**src/rtl/change_event_logger_if.sv**
```systemverilog
// Event stream leaving change_event_logger: FWFT head entry under valid/ready.
interface change_event_logger_if #(
  parameter int CHANNELS = 3,
  parameter int WIDTH    = 1,
  parameter int TS_WIDTH = 16
);
  logic                      out_valid;
  logic                      out_ready;
  logic [TS_WIDTH-1:0]       evt_ts;
  logic [CHANNELS-1:0]       evt_mask;
  logic [CHANNELS*WIDTH-1:0] evt_data;

  modport master (output out_valid, evt_ts, evt_mask, evt_data, input out_ready);
  modport slave  (input out_valid, evt_ts, evt_mask, evt_data, output out_ready);
endinterface

```
**src/rtl/change_event_logger.sv**
```systemverilog
// Generic FWFT FIFO: head visible combinationally; one cycle from write to read.
// Latency: rd_dat valid the edge after the first write into an empty FIFO.
// Backpressure: a write while full is refused unless a read happens on the same edge.
module event_fifo #(
  parameter int DW    = 8,
  parameter int DEPTH = 8
) (
  input  logic                   clk,
  input  logic                   rst,
  input  logic                   wr_en,
  input  logic [DW-1:0]          wr_dat,
  input  logic                   rd_en,
  output logic [DW-1:0]          rd_dat,
  output logic                   full,
  output logic                   empty,
  output logic [$clog2(DEPTH):0] level
);
  localparam int AW = $clog2(DEPTH);
  localparam logic [AW:0] PTR_ONE = {{AW{1'b0}}, 1'b1};

  logic [DW-1:0] mem [DEPTH];
  logic [AW:0]   wr_ptr;
  logic [AW:0]   rd_ptr;
  logic          do_wr;
  logic          do_rd;

  // Extra MSB separates full from empty when the index bits match.
  assign empty  = (wr_ptr == rd_ptr);
  assign full   = (wr_ptr[AW] != rd_ptr[AW]) && (wr_ptr[AW-1:0] == rd_ptr[AW-1:0]);
  assign do_rd  = rd_en && !empty;
  assign do_wr  = wr_en && (!full || do_rd);
  assign level  = wr_ptr - rd_ptr;
  assign rd_dat = mem[rd_ptr[AW-1:0]];

  always_ff @(posedge clk or posedge rst) begin
    if (rst) begin
      wr_ptr <= '0;
      rd_ptr <= '0;
    end else begin
      if (do_wr) wr_ptr <= wr_ptr + PTR_ONE;
      if (do_rd) rd_ptr <= rd_ptr + PTR_ONE;
    end
  end

  always_ff @(posedge clk) begin
    if (do_wr) mem[wr_ptr[AW-1:0]] <= wr_dat;
  end
endmodule

// Change monitor: logs {timestamp, changed mask, snapshot} for every masked change.
// Latency: entry pushed on the edge that first samples the new value; out_valid after it.
// Backpressure: out_ready stalls the head; a push into a full FIFO is dropped and counted.
module change_event_logger #(
  parameter int CHANNELS = 3,
  parameter int WIDTH    = 1,
  parameter int DEPTH    = 8,
  parameter int TS_WIDTH = 16,
  parameter int DROP_W   = 8
) (
  input  logic                        clk,
  input  logic                        rst,
  input  logic                        en,
  input  logic [CHANNELS-1:0]         ch_mask,
  input  logic [CHANNELS*WIDTH-1:0]   sig_in,
  change_event_logger_if.master       evt,
  output logic [$clog2(DEPTH):0]      level,
  output logic                        overflow,
  output logic [DROP_W-1:0]           drop_cnt
);
  typedef struct packed {
    logic [TS_WIDTH-1:0]       ts;
    logic [CHANNELS-1:0]       mask;
    logic [CHANNELS*WIDTH-1:0] data;
  } entry_t;

  logic [TS_WIDTH-1:0]       ts_cnt;
  logic [CHANNELS*WIDTH-1:0] prev;
  logic                      armed;
  logic [CHANNELS-1:0]       chg;
  logic                      push;
  logic                      pop;
  logic                      drop;
  logic                      full;
  logic                      empty;
  entry_t                    push_ent;
  entry_t                    head;

  always_comb begin
    chg = '0;
    for (int i = 0; i < CHANNELS; i++) begin
      chg[i] = armed & en & ch_mask[i] &
               (sig_in[i*WIDTH +: WIDTH] != prev[i*WIDTH +: WIDTH]);
    end
  end

  always_comb begin
    push_ent      = '0;
    push_ent.ts   = ts_cnt;
    push_ent.mask = chg;
    push_ent.data = sig_in;
  end

  assign push = |chg;
  assign pop  = !empty && evt.out_ready;
  assign drop = push && full && !pop;

  event_fifo #(
    .DW    ($bits(entry_t)),
    .DEPTH (DEPTH)
  ) u_fifo (
    .clk    (clk),
    .rst    (rst),
    .wr_en  (push),
    .wr_dat (push_ent),
    .rd_en  (pop),
    .rd_dat (head),
    .full   (full),
    .empty  (empty),
    .level  (level)
  );

  // Head fields are forced to zero while empty so stale storage never shows.
  assign evt.out_valid = !empty;
  assign evt.evt_ts    = empty ? '0 : head.ts;
  assign evt.evt_mask  = empty ? '0 : head.mask;
  assign evt.evt_data  = empty ? '0 : head.data;

  always_ff @(posedge clk or posedge rst) begin
    if (rst) begin
      ts_cnt   <= '0;
      prev     <= '0;
      armed    <= 1'b0;
      overflow <= 1'b0;
      drop_cnt <= '0;
    end else begin
      prev  <= sig_in;
      armed <= 1'b1;
      if (en) ts_cnt <= ts_cnt + TS_WIDTH'(1);
      if (drop) begin
        overflow <= 1'b1;
        if (drop_cnt != '1) drop_cnt <= drop_cnt + DROP_W'(1);
      end
    end
  end
endmodule

```
**src/flat_wrapper.sv**
```systemverilog
// flat-port wrapper written by rule: the top's interface ports become plain ports
module change_event_logger_flat 
#(
  parameter int CHANNELS = 3,
  parameter int WIDTH    = 1,
  parameter int DEPTH    = 8,
  parameter int TS_WIDTH = 16,
  parameter int DROP_W   = 8
)
  (clk, rst, en, ch_mask, sig_in, level, overflow, drop_cnt, evt_out_valid, evt_evt_ts, evt_evt_mask, evt_evt_data, evt_out_ready);
  change_event_logger_if #(.CHANNELS(CHANNELS), .WIDTH(WIDTH), .TS_WIDTH(TS_WIDTH)) evt_i ();
  input  logic clk;
  input  logic rst;
  input  logic en;
  input  logic [CHANNELS-1:0] ch_mask;
  input  logic [CHANNELS*WIDTH-1:0] sig_in;
  output logic [$clog2(DEPTH):0] level;
  output logic overflow;
  output logic [DROP_W-1:0] drop_cnt;
  output wire logic [$bits(evt_i.out_valid)-1:0] evt_out_valid;
  output wire logic [$bits(evt_i.evt_ts)-1:0] evt_evt_ts;
  output wire logic [$bits(evt_i.evt_mask)-1:0] evt_evt_mask;
  output wire logic [$bits(evt_i.evt_data)-1:0] evt_evt_data;
  input wire logic [$bits(evt_i.out_ready)-1:0] evt_out_ready;
  assign evt_out_valid = evt_i.out_valid;
  assign evt_evt_ts = evt_i.evt_ts;
  assign evt_evt_mask = evt_i.evt_mask;
  assign evt_evt_data = evt_i.evt_data;
  assign evt_i.out_ready = evt_out_ready;
  change_event_logger #(.CHANNELS(CHANNELS), .WIDTH(WIDTH), .DEPTH(DEPTH), .TS_WIDTH(TS_WIDTH), .DROP_W(DROP_W)) u_core (.clk(clk), .rst(rst), .en(en), .ch_mask(ch_mask), .sig_in(sig_in), .evt(evt_i), .level(level), .overflow(overflow), .drop_cnt(drop_cnt));
endmodule
```
**config.mk**
```make
export PLATFORM = sky130hd
export DESIGN_NAME = change_event_logger_flat
export DESIGN_NICKNAME = d
export VERILOG_FILES = /design/src/rtl/change_event_logger_if.sv /design/src/rtl/change_event_logger.sv /design/src/flat_wrapper.sv
export SDC_FILE = /design/constraint.sdc
export NUM_CORES = 1
export LEC_CHECK = 0
export ABC_AREA = 1
export CAP_MARGIN = 20
export CORE_MARGIN = 2
export CORE_UTILIZATION = 31
export CTS_CLUSTER_DIAMETER = 80
export DETAILED_ROUTE_END_ITERATION = 8
export HOLD_SLACK_MARGIN = 0.02
export PLACE_DENSITY = 0.44
export SYNTH_ARGS = -nofsm -noshare
export SYNTH_HDL_FRONTEND = slang
export SYNTH_HIERARCHICAL = 1
export SYNTH_SLANG_ARGS = --single-unit
```
**constraint.sdc**
```tcl
create_clock -name clk -period 4 [get_ports clk]
set_clock_uncertainty 0.2 [all_clocks]
set_input_delay 0.8 -clock clk [delete_from_list [all_inputs] [get_ports clk]]
set_output_delay 0.8 -clock clk [all_outputs]
set_load 0.1 [all_outputs]
```
==> results.md <==
- Final worst path period share: 0.907
- Yosys warns: 6
- WL final: 22,000 µm
- CP peak stage delay: 0.51 ns
- Synth Area in XOR/XNOR: 0.0160
- Leading register cell type out of synthesis: edfxtp_1
- Max Cap Viol: 0
- Final Setup Violations: 0
- CTS Buf Count: 25
- Post-synth EDFFs: 176
- Via/cell ratio: 4.54
- Status: finished clean
- Placeable Area: 29,600 µm²
- Area grow syn2layout: 21.4%
- Crit-path cells: buf_4, o21ai_0, o21ai_0, nand2_1, nand2_1, inv_1, nor2_1, buf_12
- Fmax: 0.275 GHz
- Clk_lat worst skew: 0.50 ns
- Slowest stage cell, crit path: buf_4
- Final non-filler cell total: 1,387
- Synth Area in Compound Gates: 0.0499
- Reg clk slew, reported paths: 0.05 ns
- Endpoint class of the critical path: output pin
- Post-synthesis sequential area ratio: 0.666
- Hold_buf cts: 0
- Final Core Density: 0.382
- Starting density of the core: 0.315
- Met3 Track Usage GR: 0.0191
- Horiz. Die Dim: 177 µm
- Post-DP HPWL: 13,300 µm
- Routed len/inst: 15.9 µm
- Largest net degree at the start of global routing: 55
- Mux cell area share after synthesis: 0
- Chip height: 177 µm
- Post-route ant nets: 0
- Site Rows: 63
- Crit path max fanout: 54
- Final #Nets: 997
- H-tree levels: 1
- Layout cells sized above 1: 0.114
- Global routing usage on met2: 0.236
- GP Congestion: 0.728
- Crit path kind: flop to output pin
- Die ar.: 31,500 µm²
- Post-synthesis cell type count: 28
- RSZ-0062 raised after global routing: false
- Total nets after synthesis: 937
- Dpl cells: 1,342
- Synth cell count leaders: 340 x nand2_1, 176 x edfxtp_1, 91 x nor2_1, 71 x inv_1, 69 x o21ai_0
- Mean area per synthesized cell: 10.2 µm²
- Post-Synth Adder-Cell Area: 0.0115
- DRC Markers: 0
- Cell accounting for the most synthesized area: edfxtp_1
- DRT iter0 DRCs: 399
- Final-report max-slew violation count: 0
- Hold Fails Final Rpt: 0
- Worst EP required: 3.00 ns
- Placed cell areas: 10,500 µm²
- Worst Path Buf+Inv: 3
- Layer with the highest usage: met2
- CTS resizes: 0
- Post-CTS setup buffers: 0
- #FFs+latches synth: 213
- Clock buffer depth: 3
- Startpoint Class: flop
- Top cell type's share of synthesized area: 0.567
- Min Tclk post-route: 3.63 ns
- CP arrival: 2.63 ns
- Worst Tran Pin Value: 0.966 ns
- Routed via count: 6,303
- Initial antenna violation count: 0
- Hold Path Class: flop to flop
- Simple-gate share of the synthesized area: 0.203
- TritonCTS Sinks: 213
- Slew Limit Headroom: 0.354
- Antenna Cells: 0
- Port bufs: 45
- Syn Inst Count: 919
- Asr flop ratio synth: 0.174
- Mapped Area: 9330 µm²
- Grt ovf: 0
- DR pass1 iterations: 5
- Num ports: 46
- CTS tree: built
- Largest family of logic cells by synthesized area: simple AND/OR/NAND/NOR gates
- CP top delay family: buffers and inverters
- First-pass GRT wire length: 35,000 µm
- Met1 global-route usage: 0.202
- Vias in the first global route: 6,134
- Root Driver: clkbuf_16
- Final instance area: 11,300 µm²
- Area contributors post-synth: edfxtp_1 57%, nand2_1 14%, dfrtp_1 9.9%, o21ai_0 3.7%, nor2_1 3.7%
- All-Layer GR Usage: 0.143
- Most numerous cell in the Yosys netlist: nand2_1
worst reg2reg max path: stages (launching register included):
cell,delay [ns]
dfrtp_2,0.39
inv_1,0.09
buf_12,0.22
ha_1,0.28
nand2_1,0.09
nor2_1,0.07
nand2_1,0.08
inv_1,0.06
buf_4,0.18
nor2_1,0.19
inv_1,0.07
nand3_2,0.12
nand2_2,0.17
nor2_2,0.12
buf_4,0.37
cell usage in the layout, fill, tap and decap left out:
| master | count |
|---|---|
| a21o_1 | 1 |
| inv_1 | 71 |
| nor2_1 | 83 |
| fa_1 | 1 |
| or2_2 | 1 |
| xor2_1 | 6 |
| o21bai_1 | 1 |
| clkinv_1 | 1 |
| dfrtp_1 | 35 |
| clkbuf_1 | 6 |
| clkbuf_8 | 6 |
| edfxtp_1 | 176 |
| inv_6 | 1 |
| nor2_2 | 13 |
| clkbuf_16 | 25 |
| nand3_2 | 4 |
| nand3_1 | 18 |
| ha_1 | 7 |
| o21ai_1 | 21 |
| dfrtp_2 | 2 |
| o21ai_0 | 69 |
| buf_4 | 28 |
| conb_1 | 1 |
| bufinv_16 | 1 |
| nand2_2 | 1 |
| buf_12 | 26 |
| xnor2_1 | 11 |
| clkdlybuf4s50_1 | 18 |
| nand2_1 | 340 |
| nor3_1 | 3 |
| clkinv_2 | 6 |
| nand4_1 | 14 |
cell families after synthesis:
| logic type | count (synthesis) |
|---|---|
| other cells | 1 |
| compound gates | 92 |
| xor+xnor | 17 |
| flops | 213 |
| buf+inv | 111 |
| simple gates | 477 |
| fa+ha+maj | 8 |
final cells by class:
class / instances / area (µm²)
repair buffers: 72 / 911
well taps: 390 / 488
clock inverters: 8 / 63.8
flip-flops and latches: 213 / 6210
inverters: 72 / 275
clock buffers: 37 / 731
multi-input cells: 595 / 2640
fillers: 2973 / 18300
layer usage:
layer	up-vias	part of all wire
met2	96	0.47
met4	0	0.017
li1	3135	-
met5	-	0
met1	3044	0.48
met3	28	0.035
worst paths after layout:
| kind | startpoint | to | slack (ns) | depth (start not counted) |
|---|---|---|---|---|
| setup / recovery | u_core/u_fifo/rd_ptr[0] | evt_evt_ts[1] | 0.37 | 8 |
| hold / removal | u_core/overflow | u_core/overflow | 0.30 | 1 |
| setup reg to reg | u_core/u_fifo/rd_ptr[1] | u_core/u_fifo/mem[0][11] | 0.95 | 14 |
| hold reg to reg | u_core/overflow | u_core/overflow | 0.30 | 1 |
| max in group asynchronous | rst | u_core/ts_cnt[13] | 2.80 | 3 |
| min in group asynchronous | rst | u_core/u_fifo/wr_ptr[2] | 0.39 | 2 |
registers in the layout (all words and copies together) (netlist names):
signal	cells
u_core/armed	1
u_core/drop_cnt	8
u_core/overflow	1
u_core/prev	3
u_core/ts_cnt	16
u_core/u_fifo/mem	176
u_core/u_fifo/rd_ptr	4
u_core/u_fifo/wr_ptr	4
through the flow:
stage               setup TNS [ns]  worst slack (ns)  hold slack [ns]
CTS                              0             0.339            0.289
global placement                 0             0.685            0.288
global route                     0             0.180            0.322
floorplan                    -5.42            -0.275            0.292
detailed placement               0             0.660            0.264
finish                           0             0.370            0.302
Power is not shown: default switching activity piles up to over one toggle a cycle in this logic, so the estimate is an artifact.
